File: src/rtl/ysyx_store_queue_pkg.sv
// Shared definitions for the committed-store queue and its lane formatter.
package ysyx_store_queue_pkg;

    localparam int YSYX_XLEN = 32;

    // Store size codes as carried on the ROU alu field.
    localparam logic [4:0] ALU_SB = 5'd8;
    localparam logic [4:0] ALU_SH = 5'd9;
    localparam logic [4:0] ALU_SW = 5'd10;

    // Drain FSM state encoding.
    typedef logic [0:0] sq_state_t;
    localparam sq_state_t S_IDLE  = 1'b0;
    localparam sq_state_t S_WRITE = 1'b1;

    // One buffered store, exactly as retired by the ROU.
    typedef struct packed {
        logic [4:0]           alu;
        logic [YSYX_XLEN-1:0] waddr;
        logic [YSYX_XLEN-1:0] wdata;
    } sq_entry_t;

endpackage

File: src/rtl/ysyx_store_queue_strb.sv
// Combinational lane formatter: turns a store size and byte offset into
// bus byte strobes and lane-replicated write data.
module ysyx_sq_strb
    import ysyx_store_queue_pkg::*;
#(
    parameter int XLEN = YSYX_XLEN
) (
    input  logic [4:0]        alu_i,
    input  logic [1:0]        off_i,
    input  logic [XLEN-1:0]   wdata_i,
    output logic [XLEN/8-1:0] wstrb_o,
    output logic [XLEN-1:0]   wdata_o
);

    localparam int NB = XLEN / 8;

    localparam logic [NB-1:0] MASK_B = NB'(4'h1);
    localparam logic [NB-1:0] MASK_H = NB'(4'h3);
    localparam logic [NB-1:0] MASK_W = NB'(4'hF);

    // Replicate the low bytes across every lane so the slave can pick any lane.
    always_comb begin
        wstrb_o = '0;
        wdata_o = wdata_i;
        case (alu_i)
            ALU_SB: begin
                wstrb_o = MASK_B << off_i;
                wdata_o = {NB{wdata_i[7:0]}};
            end
            ALU_SH: begin
                wstrb_o = MASK_H << off_i;
                wdata_o = {(NB/2){wdata_i[15:0]}};
            end
            ALU_SW: begin
                wstrb_o = MASK_W << off_i;
                wdata_o = {(NB/4){wdata_i[31:0]}};
            end
            default: begin
                wstrb_o = '0;
                wdata_o = wdata_i;
            end
        endcase
    end

endmodule

File: src/rtl/ysyx_store_queue.sv
// Committed-store buffer between the ROU and the bus arbiter. Retired stores
// are queued and drained one at a time; pending stores block aliasing loads.
// XLEN must match the package width used by sq_entry_t.
module ysyx_store_queue
    import ysyx_store_queue_pkg::*;
#(
    parameter int XLEN    = YSYX_XLEN,
    parameter int SQ_SIZE = 4
) (
    input  logic            clock,
    input  logic            reset,
    input  logic            rou_valid,
    input  logic            rou_store,
    input  logic [4:0]      rou_alu,
    input  logic [XLEN-1:0] rou_waddr,
    input  logic [XLEN-1:0] rou_wdata,
    output logic            sq_ready,
    output logic            sq_empty,
    input  logic [XLEN-1:0] ld_raddr,
    output logic            ld_hit,
    output logic            bus_awvalid,
    output logic [XLEN-1:0] bus_awaddr,
    output logic            bus_wvalid,
    output logic [XLEN-1:0] bus_wdata,
    output logic [7:0]      bus_wstrb,
    input  logic            bus_wready
);

    localparam int IW = $clog2(SQ_SIZE);
    localparam int PW = IW + 1;
    localparam int NB = XLEN / 8;

    logic [PW-1:0]   head_q, head_d;
    logic [PW-1:0]   tail_q, tail_d;
    sq_state_t       state_q, state_d;
    logic            awvalid_q, awvalid_d;
    logic [XLEN-1:0] awaddr_q, awaddr_d;
    logic [XLEN-1:0] wdata_q, wdata_d;
    logic [7:0]      wstrb_q, wstrb_d;

    sq_entry_t       mem_q [SQ_SIZE];
    sq_entry_t       head_entry;

    logic            enq;
    logic            full;
    logic            ptr_low_equal;
    logic [PW-1:0]   occupancy;
    logic [NB-1:0]   fmt_strb;
    logic [XLEN-1:0] fmt_data;
    logic            unused_ld_lsbs;

    // Same low bits with differing wrap bits means the tail lapped the head.
    assign ptr_low_equal = (head_q[IW-1:0] == tail_q[IW-1:0]);
    assign full          = ptr_low_equal && (head_q[IW] != tail_q[IW]);
    assign occupancy     = tail_q - head_q;
    assign enq           = rou_valid && rou_store && !full;
    assign head_entry    = mem_q[head_q[IW-1:0]];

    assign sq_ready    = !full;
    assign sq_empty    = (head_q == tail_q) && (state_q == S_IDLE);
    assign bus_awvalid = awvalid_q;
    assign bus_wvalid  = awvalid_q;
    assign bus_awaddr  = awaddr_q;
    assign bus_wdata   = wdata_q;
    assign bus_wstrb   = wstrb_q;

    assign unused_ld_lsbs = ^ld_raddr[1:0];

    ysyx_sq_strb #(
        .XLEN (XLEN)
    ) u_fmt (
        .alu_i   (head_entry.alu),
        .off_i   (head_entry.waddr[1:0]),
        .wdata_i (head_entry.wdata),
        .wstrb_o (fmt_strb),
        .wdata_o (fmt_data)
    );

    // Entry storage needs no reset: validity is tracked purely by the pointers.
    always_ff @(posedge clock) begin
        if (enq) begin
            mem_q[tail_q[IW-1:0]] <= '{alu: rou_alu, waddr: rou_waddr, wdata: rou_wdata};
        end
    end

    // Pointer update and drain FSM; the head is popped only once the bus accepts it.
    always_comb begin
        head_d    = head_q;
        tail_d    = tail_q;
        state_d   = state_q;
        awvalid_d = awvalid_q;
        awaddr_d  = awaddr_q;
        wdata_d   = wdata_q;
        wstrb_d   = wstrb_q;
        if (enq) begin
            tail_d = tail_q + PW'(1);
        end
        case (state_q)
            S_IDLE: begin
                if (head_q != tail_q) begin
                    state_d   = S_WRITE;
                    awvalid_d = 1'b1;
                    awaddr_d  = {head_entry.waddr[XLEN-1:2], 2'b00};
                    wdata_d   = fmt_data;
                    wstrb_d   = 8'(fmt_strb);
                end
            end
            S_WRITE: begin
                if (bus_wready) begin
                    head_d    = head_q + PW'(1);
                    state_d   = S_IDLE;
                    awvalid_d = 1'b0;
                end
            end
            default: begin
                state_d   = S_IDLE;
                awvalid_d = 1'b0;
            end
        endcase
    end

    // Reset abandons any in-flight write and clears the bus side immediately.
    always_ff @(posedge clock or negedge reset) begin
        if (!reset) begin
            head_q    <= '0;
            tail_q    <= '0;
            state_q   <= S_IDLE;
            awvalid_q <= 1'b0;
            awaddr_q  <= '0;
            wdata_q   <= '0;
            wstrb_q   <= '0;
        end else begin
            head_q    <= head_d;
            tail_q    <= tail_d;
            state_q   <= state_d;
            awvalid_q <= awvalid_d;
            awaddr_q  <= awaddr_d;
            wdata_q   <= wdata_d;
            wstrb_q   <= wstrb_d;
        end
    end

    // Hazard check: any live entry (in-flight head included) in the same word blocks the load.
    always_comb begin
        ld_hit = 1'b0;
        for (int i = 0; i < SQ_SIZE; i++) begin
            if (({1'b0, IW'(i) - head_q[IW-1:0]} < occupancy) &&
                (mem_q[i].waddr[XLEN-1:2] == ld_raddr[XLEN-1:2])) begin
                ld_hit = 1'b1;
            end
        end
    end

    // Flag illegal enqueues and unsupported misaligned stores as they reach the head.
    always @(posedge clock) begin
        if (reset) begin
            assert (!(rou_valid && rou_store && full));
            if ((state_q == S_IDLE) && (head_q != tail_q)) begin
                assert (!((head_entry.alu == ALU_SH) && (head_entry.waddr[1:0] == 2'd3)));
                assert (!((head_entry.alu == ALU_SW) && (head_entry.waddr[1:0] != 2'd0)));
            end
        end
    end

endmodule

File: config.mk
export PLATFORM = sky130hd
export DESIGN_NAME = ysyx_store_queue
export DESIGN_NICKNAME = d
export VERILOG_FILES = /design/src/rtl/ysyx_store_queue_pkg.sv /design/src/rtl/ysyx_store_queue_strb.sv /design/src/rtl/ysyx_store_queue.sv
export SDC_FILE = /design/constraint.sdc
export NUM_CORES = 1
export LEC_CHECK = 0
export BUFFER_PORTS_ARGS = -buffer_cell sky130_fd_sc_hd__buf_2
export CAP_MARGIN = 15
export CELL_PAD_IN_SITES_DETAIL_PLACEMENT = 1
export CELL_PAD_IN_SITES_GLOBAL_PLACEMENT = 2
export CORE_MARGIN = 2
export CORE_UTILIZATION = 45
export DETAILED_ROUTE_END_ITERATION = 16
export GPL_ROUTABILITY_DRIVEN = 0
export PLACE_DENSITY_LB_ADDON = 0.1
export SYNTH_ARGS = -nofsm -noshare
export SYNTH_HDL_FRONTEND = slang
export SYNTH_SLANG_ARGS = --single-unit
File: constraint.sdc
create_clock -name clock -period 10.72 [get_ports clock]
set_input_delay 2.144 -clock clock [delete_from_list [all_inputs] [get_ports clock]]
set_output_delay 2.144 -clock clock [all_outputs]
set_load 0.03 [all_outputs]
==> impl_metrics.json <==
{
  "synth-seq-area-share_pct": 68.5,
  "post_cts_buffers": 0,
  "min_from": "bus_awaddr[28]",
  "fin_worst_skew_ns": 0.0182,
  "row_count": 66,
  "yosys.cell_types.count": 38,
  "critPathSlowestCell": "nor4_1",
  "status": "finished, final reports clean",
  "ctsHoldBuffers": 0,
  "grt_pass1_wl_um": 55300,
  "synthFlopType": "edfxtp_1",
  "rr_endpoint": "mem_q[2][42]",
  "seq_power_share_pct": 38.3,
  "fin_nets": 1204,
  "whs_endpoint": "bus_awaddr[28]",
  "setup_violations": 0,
  "cp_max_fo": 4,
  "fp.dieH_um": 185,
  "cts_sinks": 350,
  "area_growth_syn_to_layout_pct": 16.9,
  "finalHoldWorstSlack_ns": 0.466,
  "fmax_mhz": 163,
  "fin_crit_sh_pct": 57.3,
  "numCtsBuffers": 39,
  "syn_area_per_cell_um2": 16.0,
  "worst-r2r-setup-slack_ns": 6.80,
  "grt_pass1_vias": 8662,
  "place_area_um2": 16000,
  "tightest_slew_ns": 1.07,
  "ys_ff_latch": 350,
  "period_minus_slack_ns": 6.14,
  "via_per_inst": 5.26,
  "yosys.area.top_type_share_pct": 56.0,
  "htreeDepth": 2,
  "overflow": 0,
  "pwr-share-clk_pct": 26.2,
  "drt_iter0_markers": 574,
  "io_buffers": 174,
  "cp_cell_sequence": "buf_2 > xnor2_1 > nand4_1 > nor4_1 > nand3_1 > nand4_1 > buf_2",
  "cts_tree": "built",
  "initial_core_util_pct": 45.6,
  "yosysTopAreaCell": "edfxtp_1",
  "pre_cts_slack_ns": 4.64,
  "reg2reg_from": "head_q[0]",
  "cap_violations": 0,
  "reg2reg_depth": 7,
  "required_ns": 8.58,
  "internal_power_mw": 3.18,
  "crit_path_end_kind": "primary output",
  "synth_edf_count": 276,
  "hold_viol": 0,
  "io_pins": 183,
  "max_slew_margin_pct": 28.5,
  "track_usage_pct": 22.2,
  "grt_max_degree": 92,
  "design.core.area_um2": 32500,
  "drc": 0,
  "clk_latency_ns": 0.52,
  "pwr-share-comb_pct": 35.5,
  "routed_wl_um": 37100,
  "ys_warn_count": 0,
  "cp_num_buf_inv": 2,
  "ir_drop_v": 0.000185,
  "multi_input_area_um2": 4370,
  "utilization_pct": 53.3,
  "grt_antenna_before_repair": 6,
  "ant_nets": 0,
  "die_area_um2": 34400,
  "drtPass1Iterations": 4,
  "cp_top_family": "simple AND/OR/NAND/NOR gates",
  "slew_violations": 0,
  "hold_class": "reg2reg",
  "crit_arrival_ns": 4.00,
  "via_count": 8190,
  "netlist_instances": 925,
  "whs_path_depth": 2,
  "async_flop_share_pct": 21.1,
  "seq_area_um2": 10100,
  "fill_cells": 3123,
  "powerDensity_nw_per_um2": 288,
  "critical_path_class": "in2out",
  "cts_resized": 0,
  "p_switching_mw": 1.80,
  "leakage_nw": 6.30,
  "drive_gt1_share_pct": 29.3,
  "cpPeakStageDelay_ns": 0.66,
  "routedWlPerCell_um": 23.9,
  "chipWidth_um": 185,
  "yosys-top-cells-area": "edfxtp_1 56%, dfrtp_1 13%, mux4_2 10%",
  "p_sw_share_pct": 36.1,
  "syn_area_um2": 14800,
  "clk_pin_slew_ns": 0.05,
  "rsz0062_at_grt": "false",
  "setup_tns_ns": 0,
  "setup_slack_ns": 4.58,
  "hpwl_um": 24800,
  "cts-root-buf": "clkbuf_16",
  "clk_path_buf_depth": 3,
  "final_cell_area_um2": 17300,
  "critPathLaunchType": "input pin"
}
-- worst max-delay path by stage --
stage | start | to | slack (ns) | cells past startpoint
3_3_place_gp | ld_raddr[25] | ld_hit | 4.68 | 7
6_report | ld_raddr[9] | ld_hit | 4.58 | 7
4_1_cts | ld_raddr[9] | ld_hit | 4.64 | 7
2_1_floorplan | ld_raddr[4] | ld_hit | 5.35 | 6
3_5_place_dp | ld_raddr[9] | ld_hit | 4.64 | 7
5_1_grt | ld_raddr[9] | ld_hit | 4.56 | 7
-- state kept, by name, summed over array words and instances (netlist names) --
name	cells
tail_q	3
bus_awvalid	1
state_q	1
bus_wstrb	4
head_q	3
mem_q	276
bus_wdata	32
bus_awaddr	30
-- final cells by class --
| type | count | area share (%) |
|---|---|---|
| diodes | 1 | 0.0145 |
| clock buffers | 58 | 6.64 |
| clock inverters | 13 | 0.658 |
| inverters | 7 | 0.152 |
| multi-input cells | 502 | 25.2 |
| flip-flops and latches | 350 | 58.6 |
| well taps | 442 | 3.20 |
| repair buffers | 184 | 5.48 |
-- metrics by stage --
stage | std cells | power, mW
2_1_floorplan | 930 | 3.15
3_3_place_gp | 1485 | 3.70
3_5_place_dp | 1485 | 3.73
4_1_cts | 1556 | 5.06
5_1_grt | 1557 | 5.27
6_report | 1557 | 4.98
-- synthesized netlist by cell type (5+ instances only) --
master	n
mux2i_1	24
nand2_1	151
ha_1	13
inv_1	7
nor4_1	8
clkbuf_1	48
mux2_2	9
dfrtp_1	74
nand3_1	5
mux4_2	66
xnor2_1	125
buf_4	7
o21ai_0	22
edfxtp_1	276
nand4_1	29
buf_2	11
o21ai_1	8
-- tightest hold or removal path, stage by stage, from the launching register on --
cell,delay [ns]
dfrtp_1,0.33
nand2_1,0.05
nand2_1,0.05
-- layout by cell type (no fill, tap or decap), types with 2 or more instances in the layout --
| cell type | instances |
|---|---|
| inv_1 | 7 |
| conb_1 | 6 |
| clkinv_2 | 6 |
| mux2_2 | 9 |
| buf_2 | 173 |
| bufinv_16 | 2 |
| clkbuf_8 | 6 |
| clkbuf_1 | 11 |
| dfrtp_1 | 72 |
| nor3_1 | 2 |
| nor4b_1 | 3 |
| ha_1 | 13 |
| o21ai_1 | 8 |
| nand3_1 | 5 |
| nor4bb_1 | 2 |
| clkinv_1 | 4 |
| and3_1 | 2 |
| xnor2_1 | 125 |
| buf_4 | 11 |
| nor2_1 | 3 |
| a21oi_1 | 4 |
| and2_4 | 4 |
| edfxtp_1 | 276 |
| nand4_1 | 29 |
| mux4_2 | 66 |
| nand2_1 | 151 |
| o21ai_0 | 22 |
| mux2i_1 | 24 |
| nor4_1 | 8 |
| clkbuf_16 | 41 |
| nor2b_1 | 3 |
-- per-layer routing --
layer	vias to the layer above	GRT usage (%)	share of wire, %	wire, um
met2	205	34.3	46	17100
met1	4205	33.0	47	17300
met5	-	0	0.18	67
met3	51	4.29	5.4	2000
met4	10	4.92	1.6	606
li1	3719	-	-	-
-- power by group through the flow --
stage / registers [mW] / clock network, mW / logic, mW
2_1_floorplan: 2.13 / 0 / 1.02
3_3_place_gp: 1.93 / 0 / 1.77
3_5_place_dp: 1.94 / 0 / 1.79
4_1_cts: 1.91 / 1.34 / 1.81
5_1_grt: 1.94 / 1.39 / 1.94
6_report: 1.91 / 1.31 / 1.77
-- cells by family after synthesis --
kind of cell	share of synthesized area [%]
fa+ha+maj	1.23
flops	68.5
buf+inv	2.30
simple gates	6.74
other cells	0.0253
mux	12.3
xor+xnor	7.46
compound gates	1.40
(Power assumes the default switching activity.)
